## src/rtl/mem_copy_engine.sv

```systemverilog
// Memory-master block-copy / block-fill engine driving the main-memory port.
// Commands arrive on a start/done handshake and are range-checked before any bus access.
module mem_copy_engine #(
  parameter int unsigned MEM_DEPTH = 256
) (
  input  logic        clk,
  input  logic        rst,
  input  logic        start,
  input  logic        mode,
  input  logic [31:0] src,
  input  logic [31:0] dst,
  input  logic [31:0] len,
  input  logic [31:0] pattern,
  output logic        busy,
  output logic        done,
  output logic        err,
  output logic [31:0] rA,
  output logic [31:0] rB,
  output logic [31:0] rC,
  output logic        writeC,
  input  logic [31:0] dataB
);

  localparam logic [32:0] DEPTH33 = 33'(MEM_DEPTH);

  typedef enum logic [2:0] {IDLE, RD, WR, FILL, DONE} state_t;

  state_t      state, state_next;
  logic [31:0] cur_src, cur_dst, count, data_buf, pattern_q;
  logic        range_fail;

  // 33-bit compare keeps base+len overflow from wrapping into a false pass
  always_comb begin
    range_fail = 1'b0;
    if ({1'b0, len} > DEPTH33)
      range_fail = 1'b1;
    else if ({1'b0, dst} > DEPTH33 - {1'b0, len})
      range_fail = 1'b1;
    else if (!mode && ({1'b0, src} > DEPTH33 - {1'b0, len}))
      range_fail = 1'b1;
  end

  // State register and datapath
  always_ff @(posedge clk or posedge rst) begin
    if (rst) begin
      state     <= IDLE;
      cur_src   <= '0;
      cur_dst   <= '0;
      count     <= '0;
      data_buf  <= '0;
      pattern_q <= '0;
      err       <= 1'b0;
    end else begin
      state <= state_next;
      case (state)
        IDLE: begin
          if (start) begin
            cur_src   <= src;
            cur_dst   <= dst;
            count     <= len;
            pattern_q <= pattern;
            err       <= range_fail;
          end
        end
        RD: data_buf <= dataB;
        WR: begin
          cur_src <= cur_src + 32'd1;
          cur_dst <= cur_dst + 32'd1;
          count   <= count - 32'd1;
        end
        FILL: begin
          cur_dst <= cur_dst + 32'd1;
          count   <= count - 32'd1;
        end
        default: ;
      endcase
    end
  end

  // Next-state and Moore bus decode
  always_comb begin
    state_next = state;
    busy       = 1'b0;
    done       = 1'b0;
    rA         = '0;
    rB         = '0;
    rC         = '0;
    writeC     = 1'b0;
    case (state)
      IDLE: begin
        if (start) begin
          if (range_fail || (len == 32'd0)) state_next = DONE;
          else if (mode)                    state_next = FILL;
          else                              state_next = RD;
        end
      end
      RD: begin
        busy       = 1'b1;
        rB         = cur_src;
        state_next = WR;
      end
      WR: begin
        busy       = 1'b1;
        rA         = data_buf;
        rC         = cur_dst;
        writeC     = 1'b1;
        state_next = (count == 32'd1) ? DONE : RD;
      end
      FILL: begin
        busy   = 1'b1;
        rA     = pattern_q;
        rC     = cur_dst;
        writeC = 1'b1;
        if (count == 32'd1) state_next = DONE;
      end
      DONE: begin
        done       = 1'b1;
        state_next = IDLE;
      end
      default: state_next = IDLE;
    endcase
  end

endmodule
```

## config.mk

```make
export PLATFORM = sky130hd
export DESIGN_NAME = mem_copy_engine
export DESIGN_NICKNAME = d
export VERILOG_FILES = /design/src/rtl/mem_copy_engine.sv
export SDC_FILE = /design/constraint.sdc
export NUM_CORES = 1
export LEC_CHECK = 0
export CAP_MARGIN = 40
export CORE_MARGIN = 2
export CORE_UTILIZATION = 52
export CTS_BUF_LIST = sky130_fd_sc_hd__clkbuf_8
export DETAILED_ROUTE_END_ITERATION = 10
export GPL_TIMING_DRIVEN = 0
export PLACE_DENSITY = 0.85
export SETUP_SLACK_MARGIN = 0.05
export SLEW_MARGIN = 20
export SYNTH_ARGS = -nofsm -noshare
export SYNTH_HDL_FRONTEND = slang
export SYNTH_SLANG_ARGS = --single-unit
```

## constraint.sdc

```tcl
create_clock -name clk -period 6.8 [get_ports clk]
set_input_delay 1.36 -clock clk [delete_from_list [all_inputs] [get_ports clk]]
set_output_delay 1.36 -clock clk [all_outputs]
set_load 0.02 [all_outputs]
```

* Yosys cells after proc, flatten, opt, wreduce, memory -nomap -nowiden
Index checks and enable logic that the tools add are counted.
Word-level totals: bits of input ports 164, flip-flop bits (word level) 164, output and inout bits 100
Cells by class: add/subtract/negate cells 4, eq/ne operators 7, multiplexer cells 21, reductions and logical operators 13, order comparisons 3
Operator list (number):
- $pmux W32 S2 | 4
- $mux W32 | 5
- $gt A32 B33 Y1 | 2
- $add A32 B1 Y32 const B | 2
- $sub A9 B32 Y33 const A | 1
- $eq A32 B1 Y1 const B | 1
- $gt A32 B9 Y1 const B | 1
- $logic_not A32 Y1 | 1
- $sub A32 B1 Y32 const B | 1
- $mux W3 | 4
- $pmux W3 S4 | 1
- $reduce_and A2 Y1 | 4
- $eq A3 B2 Y1 const B | 2
- $mux W1 | 6
- $ne A2 B2 Y1 const B | 2
- $reduce_bool A2 Y1 | 2
- $eq A3 B1 Y1 const B | 1
- $eq A3 B3 Y1 const B | 1
- $logic_not A3 Y1 | 1
- $reduce_or A3 Y1 | 1
- $mux W2 | 1
- $reduce_or A2 Y1 | 1
- $logic_and A1 B1 Y1 | 1
- $logic_not A1 Y1 | 1
- $logic_or A1 B1 Y1 | 1

* Depth between registers and ports, before layout
Gate-level depths: netlist of run 1.
word-level depth 10, gate-level depth with buffers 17, mapped depth without buffers 16

* Least setup slack after synthesis of run 1
OpenSTA, ideal clock, no wires.
kind input-to-reg, start point input len[5], end point register err, stages 16, buffers on the path 1, required time 6675 ps, path slack 1701 ps, arrival 4974 ps, library setup time 125 ps, cells stage by stage nor4_1 > nand3b_1 > o21ai_1 > nand2_1 > buf_4 > or3_2 > xnor2_1 > ha_1 > a211o_1 > a21oi_1 > o2111ai_1 > or2_2 > o2bb2ai_1 > a22oi_1 > a31o_2 > mux2_4
Between the ends: longest elaborated chain between the ends 6, elaborated cells between the ends (all ways) 8, classes of those cells add/sub (1); order compare (3); mux (3); reduce/logical (1)
Ends and longest elaborated chain:
- start: declaration | line 12 | input logic [31:0] len,
- $sub A9 B32 Y33 | line 37, 39
- $gt A32 B33 Y1 | line 39 | else if (!mode && ({1'b0, src} > DEPTH33 - {1'b0, len}))
- $logic_and A1 B1 Y1 | line 39
- $mux W1 | line 39
- $mux W1 | line 37 | else if ({1'b0, dst} > DEPTH33 - {1'b0, len})
- $mux W1 (*) | line 35 | if ({1'b0, len} > DEPTH33)
- end signal: assignment | line 62 | err <= range_fail;
- end: declaration | line 16 | output logic err,
Mark *: on every way between the ends. The rest lies on a longest branch, timed or not. A chain may end at the register's enable or synchronous reset.

* Final worst setup path of run 1
start point input len[3], end point register err
The elaborated chain is that of the path after synthesis.

==> impl_metrics.csv, run 1 <==
group,metric,value,unit
synth,synth_ff_type,"dfrtp_1",
placed_design,io_buffers,262,
clock_tree,clk_pin_slew,0.10,ns
floorplan,row_count,52,
layout,drive_above_1_share,5.71,%
drt,drt.antenna.violating_nets,0,
synth,muxShareOfSynthArea,3.59,%
grt,grt_pass1_wl,62400,um
clock_tree,cts.sinks,164,
clock_tree,cts_hold_buf,0,
power_and_ir_drop,switching_share,32.9,%
synth,ys_seq_area_share,38.2,%
drt,drt_pass1_iterations,7,
placed_design,dp_hpwl,30700,um
synth,synth-simple-area-share,25.1,%
synth,synth_top_family_by_area,"simple AND/OR/NAND/NOR gates",
drt,wirelength,40700,um
layout,layout_common_cells,"clkdlybuf4s50_1, nand2_1, dfrtp_1",
run,max_cap_viol_count,0,
critical_path,startpoint_type,"primary input",
drt,drc_errors,0,
critical_path,slowest_delay,0.68,ns
clock_tree,cts_tree,"built",
critical_path,worstSetupPathType,"in2reg",
layout,fill_cells,1597,
layout,area_growth,32.4,%
status,status,"finished clean",
power_and_ir_drop,seqPwrFrac,47.5,%
clock_tree,clockBufferDepth,2,
clock_tree,htree_levels,4,
grt,grt_antenna_before_repair,0,
power_and_ir_drop,power_frac_comb,20.9,%
synth,synth-xor-area-share,2.20,%
critical_path,cpMostUsedCell,"nand2_1",
clock_tree,cts-root-buf,"clkbuf_8",
layout,final_net_count,1779,
clock_tree,clk_latency,0.49,ns
timing,fmax,0.162,GHz
critical_path,worst_path_max_delay_cell,"nor4_1",
critical_path,crit_chain,"clkdlybuf4s50_1 > nor4_1 > nand3b_1 > o21ai_1 > nand2_1 > buf_4 > nor2_1 > nand2_1 > xnor2_1 > ha_1 > o21a_1 > o21a_1 > o21ai_0 > nand2_1 > a2111oi_0 > o21ai_0 > a31o_2 > mux2_4",
drt,wl_met2,17300,um
floorplan,design.die.area,21800,sq um
synth,ys_ff_latch,164,
grt,grt_max_degree,59,
min_path,hold_path.class,"reg2reg",
critical_path,end_kind,"register",
synth,syn_nets,1493,
layout,layout_commonest_cell,"clkdlybuf4s50_1",
power_and_ir_drop,p_leak,5.89,nW
floorplan,fp.dieH,148,um
floorplan,die_w,148,um
power_and_ir_drop,p_int,1.69,mW
layout,layout.cells.non_filler,1831,
power_and_ir_drop,ir_drop,0.000120,V
synth,synth.lib_cells_used.distinct,71,
clock_tree,postCtsSetupBuffers,0,
critical_path,path_buf_inv,2,
layout,layout.area.seq,4100,sq um
grt,grt_usage,37.3,%
power_and_ir_drop,switchingPower,0.827,mW
drt,wl_per_cell,22.2,um
timing,min_period_over_period,90.5,%
critical_path,cp.required,7.17,ns
floorplan,start_util,53.1,%
drt,vias,11800,
power_and_ir_drop,clkPwrFrac,31.6,%
drt,vias_per_cell,6.43,
critical_path,worst_ep_arrival_time,6.53,ns
power_and_ir_drop,powerDensity,177,nW/um^2
placed_design,gp_congestion,0.960,
drt,wl_met3,5070,um
grt,grt_overflow,0,
synth,syn_avg_cell_area,8.52,sq um
synth,synth_edf_count,0,
drt,top_layer_used,"met4",
timing,period_needed,6.16,ns
timing,whs,0.487,ns
clock_tree,cts-buffers-inserted,17,
timing,slew_violations,0,
timing,setup_viol,0,
synth,yosys_warnings,0,
clock_tree,cts_resized,0,
drt,drt_iter0_drc,1308,
timing,timing.slew.headroom,40.4,%
critical_path,path_delay_family,"compound AO/OA/AOI/OAI gates",
synth,syn_inst,1262,
timing,rsz0062_at_grt,"false",
floorplan,pin_count,264,
timing,hold_viol,0,
synth,yosys.area_share.adder,7.80,%
grt,grt_pass1_vias,11500,
layout,multi_input_area,6300,sq um
timing,finClkSkew,0.0159,ns
synth,syn_area,10700,sq um
timing,tns,0,ns
drt,wl_met1,15900,um
timing,tightestPinTransition,0.894,ns
placed_design,dp.cells,1797,
synth,async_flop_share,100,%
critical_path,rrSetupSlack,3.58,ns
floorplan,coreArea,20200,sq um
critical_path,cp_max_fo,10,
synth,synth_compound_area_share,19.9,%
==> registers in the layout, indices dropped and copies added (netlist names) <==
name       cells
count         32
cur_dst       32
cur_src       32
data_buf      32
pattern_q     32
state          3
err            1
==> power by group through the flow <==
stage / clock (mW) / combinational (mW) / sequential (mW)
final: 0.795 / 0.526 / 1.19
after floorplan: 0 / 0.284 / 1.17
after global routing: 0.830 / 0.574 / 1.21
after CTS: 0.794 / 0.512 / 1.19
after detailed placement: 0 / 0.507 / 1.21
after global placement: 0 / 0.484 / 1.20
==> Yosys cell counts (3+ instances only) <==
master,count,area share (%)
nor2_1,100,3.5
and3_1,17,0.99
nand2_1,207,7.2
o211ai_1,14,0.98
a211oi_1,24,1.7
nand3_1,53,2.5
a21oi_1,72,3.4
o32ai_1,3,0.24
o22ai_1,9,0.52
a22oi_1,4,0.28
nor3_1,41,1.9
and2_1,65,3.8
mux2_2,32,3.4
and4_1,6,0.49
a221o_1,14,1.3
xor2_1,14,1.1
o21a_1,5,0.35
dfrtp_1,164,38
a31oi_1,7,0.41
xnor2_1,13,1.1
or3_1,7,0.41
a22o_1,32,2.6
a21o_1,7,0.49
a311oi_1,14,1.1
nor4_1,22,1.3
clkbuf_1,60,2.1
inv_1,25,0.87
nand2b_1,5,0.29
or4_1,4,0.28
a211o_1,3,0.24
ha_1,67,7.8
nand4_1,13,0.76
o21ai_0,78,3.6
o311ai_0,10,0.81
nand3b_1,3,0.21
nor3b_1,4,0.28
==> final timing paths <==
path	from	end	cells after the start
min in group asynchronous	rst	pattern_q[28]	2
max in group asynchronous	rst	count[7]	4
setup / recovery	len[3]	err	18
setup reg to reg	state[1]	cur_src[31]	8
hold reg to reg	pattern_q[21]	pattern_q[21]	2
hold / removal	pattern_q[21]	pattern_q[21]	2
==> worst min-delay path, stage by stage, from the launching register on <==
cell	delay [ns]
dfrtp_1	0.36
nand2_1	0.05
nand2_1	0.05
==> metal layers <==
| metal | vias up | track usage [%] |
|---|---|---|
| li1 | 5194 | - |
| met4 | 0 | 19.6 |
| met3 | 190 | 11.0 |
| met1 | 5530 | 49.8 |
| met5 | - | 0 |
| met2 | 863 | 54.7 |
==> kinds of logic after synthesis <==
kind of cell | count (synthesis)
compound gates | 318
xor+xnor | 27
fa+ha+maj | 67
buf+inv | 90
flops | 164
mux | 34
simple gates | 562
==> per-stage QoR <==
| stage | worst slack [ns] | utilization, % | total power [mW] | instance area, sq um |
|---|---|---|---|---|
| finish | 0.643 | 70.3 | 2.51 | 14200 |
| global route | 0.344 | 70.3 | 2.61 | 14200 |
| CTS | 0.820 | 70.2 | 2.49 | 14200 |
| detailed placement | 0.358 | 68.1 | 1.71 | 13800 |
| global placement | -1.37 | 67.7 | 1.69 | 13700 |
| floorplan | 1.01 | - | 1.46 | 10700 |
==> cell type report <==
cell class | instances | share of cell area, %
clock inverter | 14 | 1.34
sequential | 164 | 28.8
buffer | 63 | 1.72
inverter | 27 | 0.765
multi-input combinational | 1008 | 44.3
clock buffer | 17 | 1.64
timing repair buffer | 267 | 19.0
tap | 270 | 2.37
antenna | 1 | 0.0176
Note: power is estimated with default switching activity, not from simulation.
==> inputs of run 2 (changes only) <==
--- a/config.mk
+++ b/config.mk
@@ -12,6 +12,7 @@
 export DETAILED_ROUTE_END_ITERATION = 10
 export GPL_TIMING_DRIVEN = 0
 export PLACE_DENSITY = 0.85
+export RECOVER_POWER = 50
 export SETUP_SLACK_MARGIN = 0.05
 export SLEW_MARGIN = 20
 export SYNTH_ARGS = -nofsm -noshare
==> run 2 against run 1 <==
The run now ends with capacitance limit, slew limit left. Non-clock buffer count is the same. Sequential power hardly changed. Wire length is 0.17% lower. Largest cell class unchanged. Critical path type unchanged.
==> impl_metrics.csv, run 2 (synthesis gave the netlist of run 1 again) <==
group,metric,value,unit
placed_design,dp_hpwl,30700,um
layout,final_util,70.2,%
timing,period_needed,6.13,ns
power_and_ir_drop,ir_drop,0.000120,V
drt,vias,11800,
min_path,hold_path.class,"reg2reg",
critical_path,r2r_start,"state[1]",
clock_tree,cts.sinks,164,
timing,hold_viol,0,
drt,wirelength,40600,um
floorplan,die_w,148,um
clock_tree,clk_pin_slew,0.10,ns
layout,area_growth,32.1,%
clock_tree,clk_latency,0.49,ns
critical_path,cp.required,7.17,ns
power_and_ir_drop,power_frac_comb,20.8,%
floorplan,pin_count,264,
critical_path,cp_max_fo,10,
power_and_ir_drop,switchingPower,0.826,mW
power_and_ir_drop,p_int,1.68,mW
timing,timing.slew.headroom,-95.1,%
timing,tns,0,ns
placed_design,io_buffers,262,
placed_design,dpl_worst_slack,0.358,ns
critical_path,reg2reg_to,"cur_src[31]",
floorplan,fp.dieH,148,um
grt,grt_usage,37.3,%
clock_tree,cts_hold_buf,0,
grt,grt_overflow,0,
critical_path,r2r_cells,8,
critical_path,worstSetupPathType,"in2reg",
critical_path,worst_ep_arrival_time,6.51,ns
floorplan,design.die.area,21800,sq um
grt,grt_pass1_wl,62400,um
power_and_ir_drop,powerDensity,177,nW/um^2
timing,setup_viol,0,
critical_path,rrSetupSlack,3.61,ns
drt,drt_iter0_drc,1432,
power_and_ir_drop,seqPwrFrac,47.5,%
critical_path,end_kind,"register",
floorplan,coreArea,20200,sq um
timing,slew_violations,109,
drt,drt_pass1_iterations,6,
timing,setup_ws,0.666,ns
timing,tightestPinTransition,2.93,ns
placed_design,gp_congestion,0.960,
timing,min_period_over_period,90.2,%
layout,layout_commonest_cell,"clkdlybuf4s50_1",
layout,layout_common_cells,"clkdlybuf4s50_1, nand2_1, dfrtp_1",
clock_tree,cts-root-buf,"clkbuf_8",
clock_tree,cts_resized,0,
clock_tree,clockBufferDepth,2,
run,max_cap_viol_count,2,
grt,grt_max_degree,59,
floorplan,row_count,52,
status,violations,"capacitance limit, slew limit",
grt,grt_antenna_before_repair,1,
timing,finClkSkew,0.0172,ns
timing,whs,0.487,ns
clock_tree,cts_tree,"built",
min_path,min-delay-start,"pattern_q[21]",
layout,final_net_count,1779,
min_path,hold_end,"pattern_q[21]",
drt,drt.antenna.violating_nets,0,
min_path,min_path_cells,2,
power_and_ir_drop,clkPwrFrac,31.7,%
clock_tree,cts-buffers-inserted,17,
drt,drc_errors,0,
clock_tree,htree_levels,4,
clock_tree,postCtsSetupBuffers,0,
power_and_ir_drop,p_leak,5.87,nW
drt,vias_per_cell,6.46,
timing,fmax,0.163,GHz
drt,wl_per_cell,22.2,um
grt,grt_pass1_vias,11500,
power_and_ir_drop,power,2.51,mW
layout,drive_above_1_share,5.58,%
status,status,"complete, but fails checks",
power_and_ir_drop,switching_share,32.9,%
critical_path,startpoint_type,"primary input",
timing,rsz0062_at_grt,"false",
floorplan,start_util,53.1,%
[run 2: how the worst max path moves through the flow]
stage                start         end  cells after the start
finish              len[5]         err                     18
global route           rst    count[5]                      3
global placement       rst  cur_dst[3]                      2
floorplan              rst    count[0]                      1
CTS                 len[5]         err                     18
detailed placement  len[5]         err                     18
[run 2: stage by stage]
step           instance area, sq um  cells
6_report                      14200   1831
5_1_grt                       14200   1831
4_1_cts                       14200   1828
3_5_place_dp                  13800   1797
3_3_place_gp                  13700   1794
2_1_floorplan                 10700   1262
[run 2: final cells by class]
class | instances | area, sq um
clock buffer | 17 | 234
fill | 1602 | 6040
inverter | 27 | 103
antenna | 1 | 2.50
multi-input combinational | 1008 | 6300
sequential | 164 | 4100
clock inverter | 14 | 190
timing repair buffer | 267 | 2680
tap | 270 | 338
buffer | 63 | 245
[run 2: power by group through the flow]
stage	clock network (mW)	registers [mW]	logic, mW
after global placement	0	1.20	0.484
after CTS	0.794	1.19	0.512
after global routing	0.831	1.21	0.572
after floorplan	0	1.17	0.284
after detailed placement	0	1.21	0.507
final	0.795	1.19	0.523
[run 2: layer usage]
layer,vias to the layer above,part of all wire [%],GRT usage [%]
met1,5567,39,49.8
met5,-,0,0
met2,870,42,54.7
met4,0,6.1,19.6
li1,5188,-,-
met3,203,12,11.0
[run 2: critical path: stages]
cell and delay, ns:
clkdlybuf4s50_1 0.52, nor4_1 0.65, nand3b_1 0.22, o21ai_1 0.52, nand2_1 0.18, buf_4 0.21, nor2_1 0.15, nand2_1 0.09
xnor2_1 0.25, ha_1 0.31, o21a_1 0.19, o21a_1 0.16, o21ai_0 0.37, nand2_1 0.15, a2111oi_0 0.50, o21ai_0 0.17
a31o_2 0.25, mux2_4 0.26
==> inputs of run 3 (changes only) <==
--- a/config.mk
+++ b/config.mk
@@ -5,12 +5,11 @@
 export SDC_FILE = /design/constraint.sdc
 export NUM_CORES = 1
 export LEC_CHECK = 0
-export CAP_MARGIN = 40
+export CAP_MARGIN = 20
 export CORE_MARGIN = 2
 export CORE_UTILIZATION = 52
 export CTS_BUF_LIST = sky130_fd_sc_hd__clkbuf_8
 export DETAILED_ROUTE_END_ITERATION = 10
-export GPL_TIMING_DRIVEN = 0
 export PLACE_DENSITY = 0.85
 export RECOVER_POWER = 50
 export SETUP_SLACK_MARGIN = 0.05
==> run 3 against run 2 <==
The run still ends with capacitance limit, slew limit left. Worst hold slack got worse by 0.0056 ns. Maximum frequency is 7.0% higher. Core utilization is 0.80 points lower. Global-route usage fell by 4.5 points. Clock power increased by 8.7%. Clock skew fell by 0.0027 ns. Setup slack improved by 0.40 ns. First-iteration DRC count is 31% lower. Via count is 6.3% lower. Sequential share of layout area rose by 0.33 points. Final cell count fell by 3.2%. Wire length down 12%.
==> impl_metrics.csv, run 3 (synthesis gave the netlist of run 1 again) <==
group,metric,value,unit
critical_path,crit_chain,"clkinv_1 > nor3_1 > clkbuf_1 > and2_1 > clkdlybuf4s50_1",
grt,grt_max_degree,116,
critical_path,r2r_cells,6,
critical_path,r2r_start,"state[0]",
clock_tree,cts_hold_buf,0,
floorplan,die_w,148,um
drt,drt_pass1_iterations,5,
critical_path,worst_ep_arrival_time,4.37,ns
timing,finClkSkew,0.0145,ns
placed_design,postPlaceCellArea,13600,sq um
drt,wl_per_cell,20.2,um
status,violations,"capacitance limit, slew limit",
grt,grt_antenna_before_repair,0,
critical_path,cp.required,5.44,ns
run,max_cap_viol_count,5,
placed_design,dp_hpwl,25900,um
clock_tree,cts_tree,"built",
clock_tree,cts_resized,0,
drt,vias,11100,
critical_path,cp_max_fo,61,
power_and_ir_drop,power,2.55,mW
floorplan,design.die.area,21800,sq um
min_path,hold_path.class,"reg2reg",
clock_tree,cts-root-buf,"clkbuf_8",
timing,min_period_over_period,84.3,%
clock_tree,clk_pin_slew,0.09,ns
layout,final_net_count,1722,
min_path,min_path_cells,1,
min_path,hold_end,"count[31]",
drt,drt_iter0_drc,995,
power_and_ir_drop,p_leak,5.84,nW
layout,antenna_cells,0,
clock_tree,cts-buffers-inserted,17,
grt,grt_pass1_vias,10500,
timing,hold_viol,0,
grt,grt_usage,32.7,%
critical_path,startpoint_type,"register",
floorplan,row_count,52,
power_and_ir_drop,powerDensity,182,nW/um^2
min_path,min-delay-start,"count[31]",
critical_path,worst_path_max_delay_cell,"clkbuf_1",
critical_path,rrSetupSlack,1.93,ns
clock_tree,clk_latency,0.47,ns
timing,fmax,0.174,GHz
critical_path,reg2reg_to,"cur_dst[10]",
floorplan,fp.dieH,148,um
grt,grt_pass1_wl,56500,um
drt,wirelength,35800,um
layout,drive_above_1_share,6.25,%
clock_tree,postCtsSetupBuffers,0,
critical_path,slowest_delay,1.97,ns
layout,final_area,14000,sq um
grt,grt_overflow,0,
clock_tree,cts.sinks,164,
layout,layout_commonest_cell,"clkdlybuf4s50_1",
power_and_ir_drop,ir_drop,0.000130,V
timing,period_needed,5.73,ns
status,status,"complete, but fails checks",
layout,area_growth,30.6,%
critical_path,end_kind,"primary output",
placed_design,gp_congestion,0.914,
drt,vias_per_cell,6.25,
timing,slew_violations,330,
timing,setup_viol,0,
timing,tightestPinTransition,4.42,ns
timing,whs,0.482,ns
critical_path,worstSetupPathType,"reg2out",
drt,drc_errors,0,
timing,tns,0,ns
placed_design,io_buffers,263,
drt,drt.antenna.violating_nets,0,
floorplan,start_util,53.1,%
clock_tree,clockBufferDepth,2,
floorplan,pin_count,264,
timing,timing.slew.headroom,-195,%
layout,final_util,69.4,%
clock_tree,htree_levels,4,
timing,rsz0062_at_grt,"false",
layout,layout_common_cells,"clkdlybuf4s50_1, nand2_1, dfrtp_1",
floorplan,coreArea,20200,sq um
-- run 3: changes by cell type in the layout (fill, tap and decap cells not counted), moves of 2 or more --
cell | previous run | this run
buf_4 | 3 | 8
nor2_1 | 100 | 98
bufinv_16 | 3 | 5
clkinv_2 | 2 | 0
clkbuf_1 | 61 | 1
nor2_4 | 0 | 2
clkinv_4 | 0 | 2
-- run 3: power by group --
part | internal [mW] | total (mW) | switching (mW) | leakage [nW]
Combinational | 0.230 | 0.496 | 0.266 | 3.60
Clock | 0.448 | 0.864 | 0.417 | 0.236
Sequential | 1.08 | 1.19 | 0.114 | 2.01
Total | 1.76 | 2.55 | 0.796 | 5.84
-- run 3: area by class of cell --
type                       instances  area [sq um]
multi-input combinational       1008          6320
fill                            1657          6200
sequential                       164          4100
timing repair buffer             273          2700
tap                              270           338
clock buffer                      17           234
clock inverter                    14           234
inverter                          27           101
-- run 3: critical path: cells and delay by family (launching register included) --
family,cells,cell delay [ns]
DFF,1,0.44
and+or+nand+nor,2,0.61
buffers and inverters,3,2.83
-- run 3: through the flow --
stage          worst slack [ns]  std cells
2_1_floorplan              1.01       1262
3_5_place_dp              0.777       1742
5_1_grt                   0.346       1773
4_1_cts                    1.22       1773
3_3_place_gp              0.884       1742
6_report                   1.07       1773
-- run 3: how the worst max path moves through the flow --
stage,depth (start not counted),to,slack (ns),from
after floorplan,1,count[0],1.01,rst
after global placement,17,err,0.88,len[3]
after detailed placement,18,err,0.78,len[3]
after CTS,18,err,1.22,len[3]
after global routing,2,pattern_q[3],0.35,rst
final,5,rB[13],1.07,state[0]
-- run 3: layer usage --
layer | GRT usage (%) | wire (um) | part of all wire (%)
met3 | 4.85 | 3160 | 8.8
met5 | 0 | 0 | 0
met4 | 16.9 | 1780 | 5.0
met2 | 49.6 | 16300 | 45
met1 | 45.8 | 14600 | 41
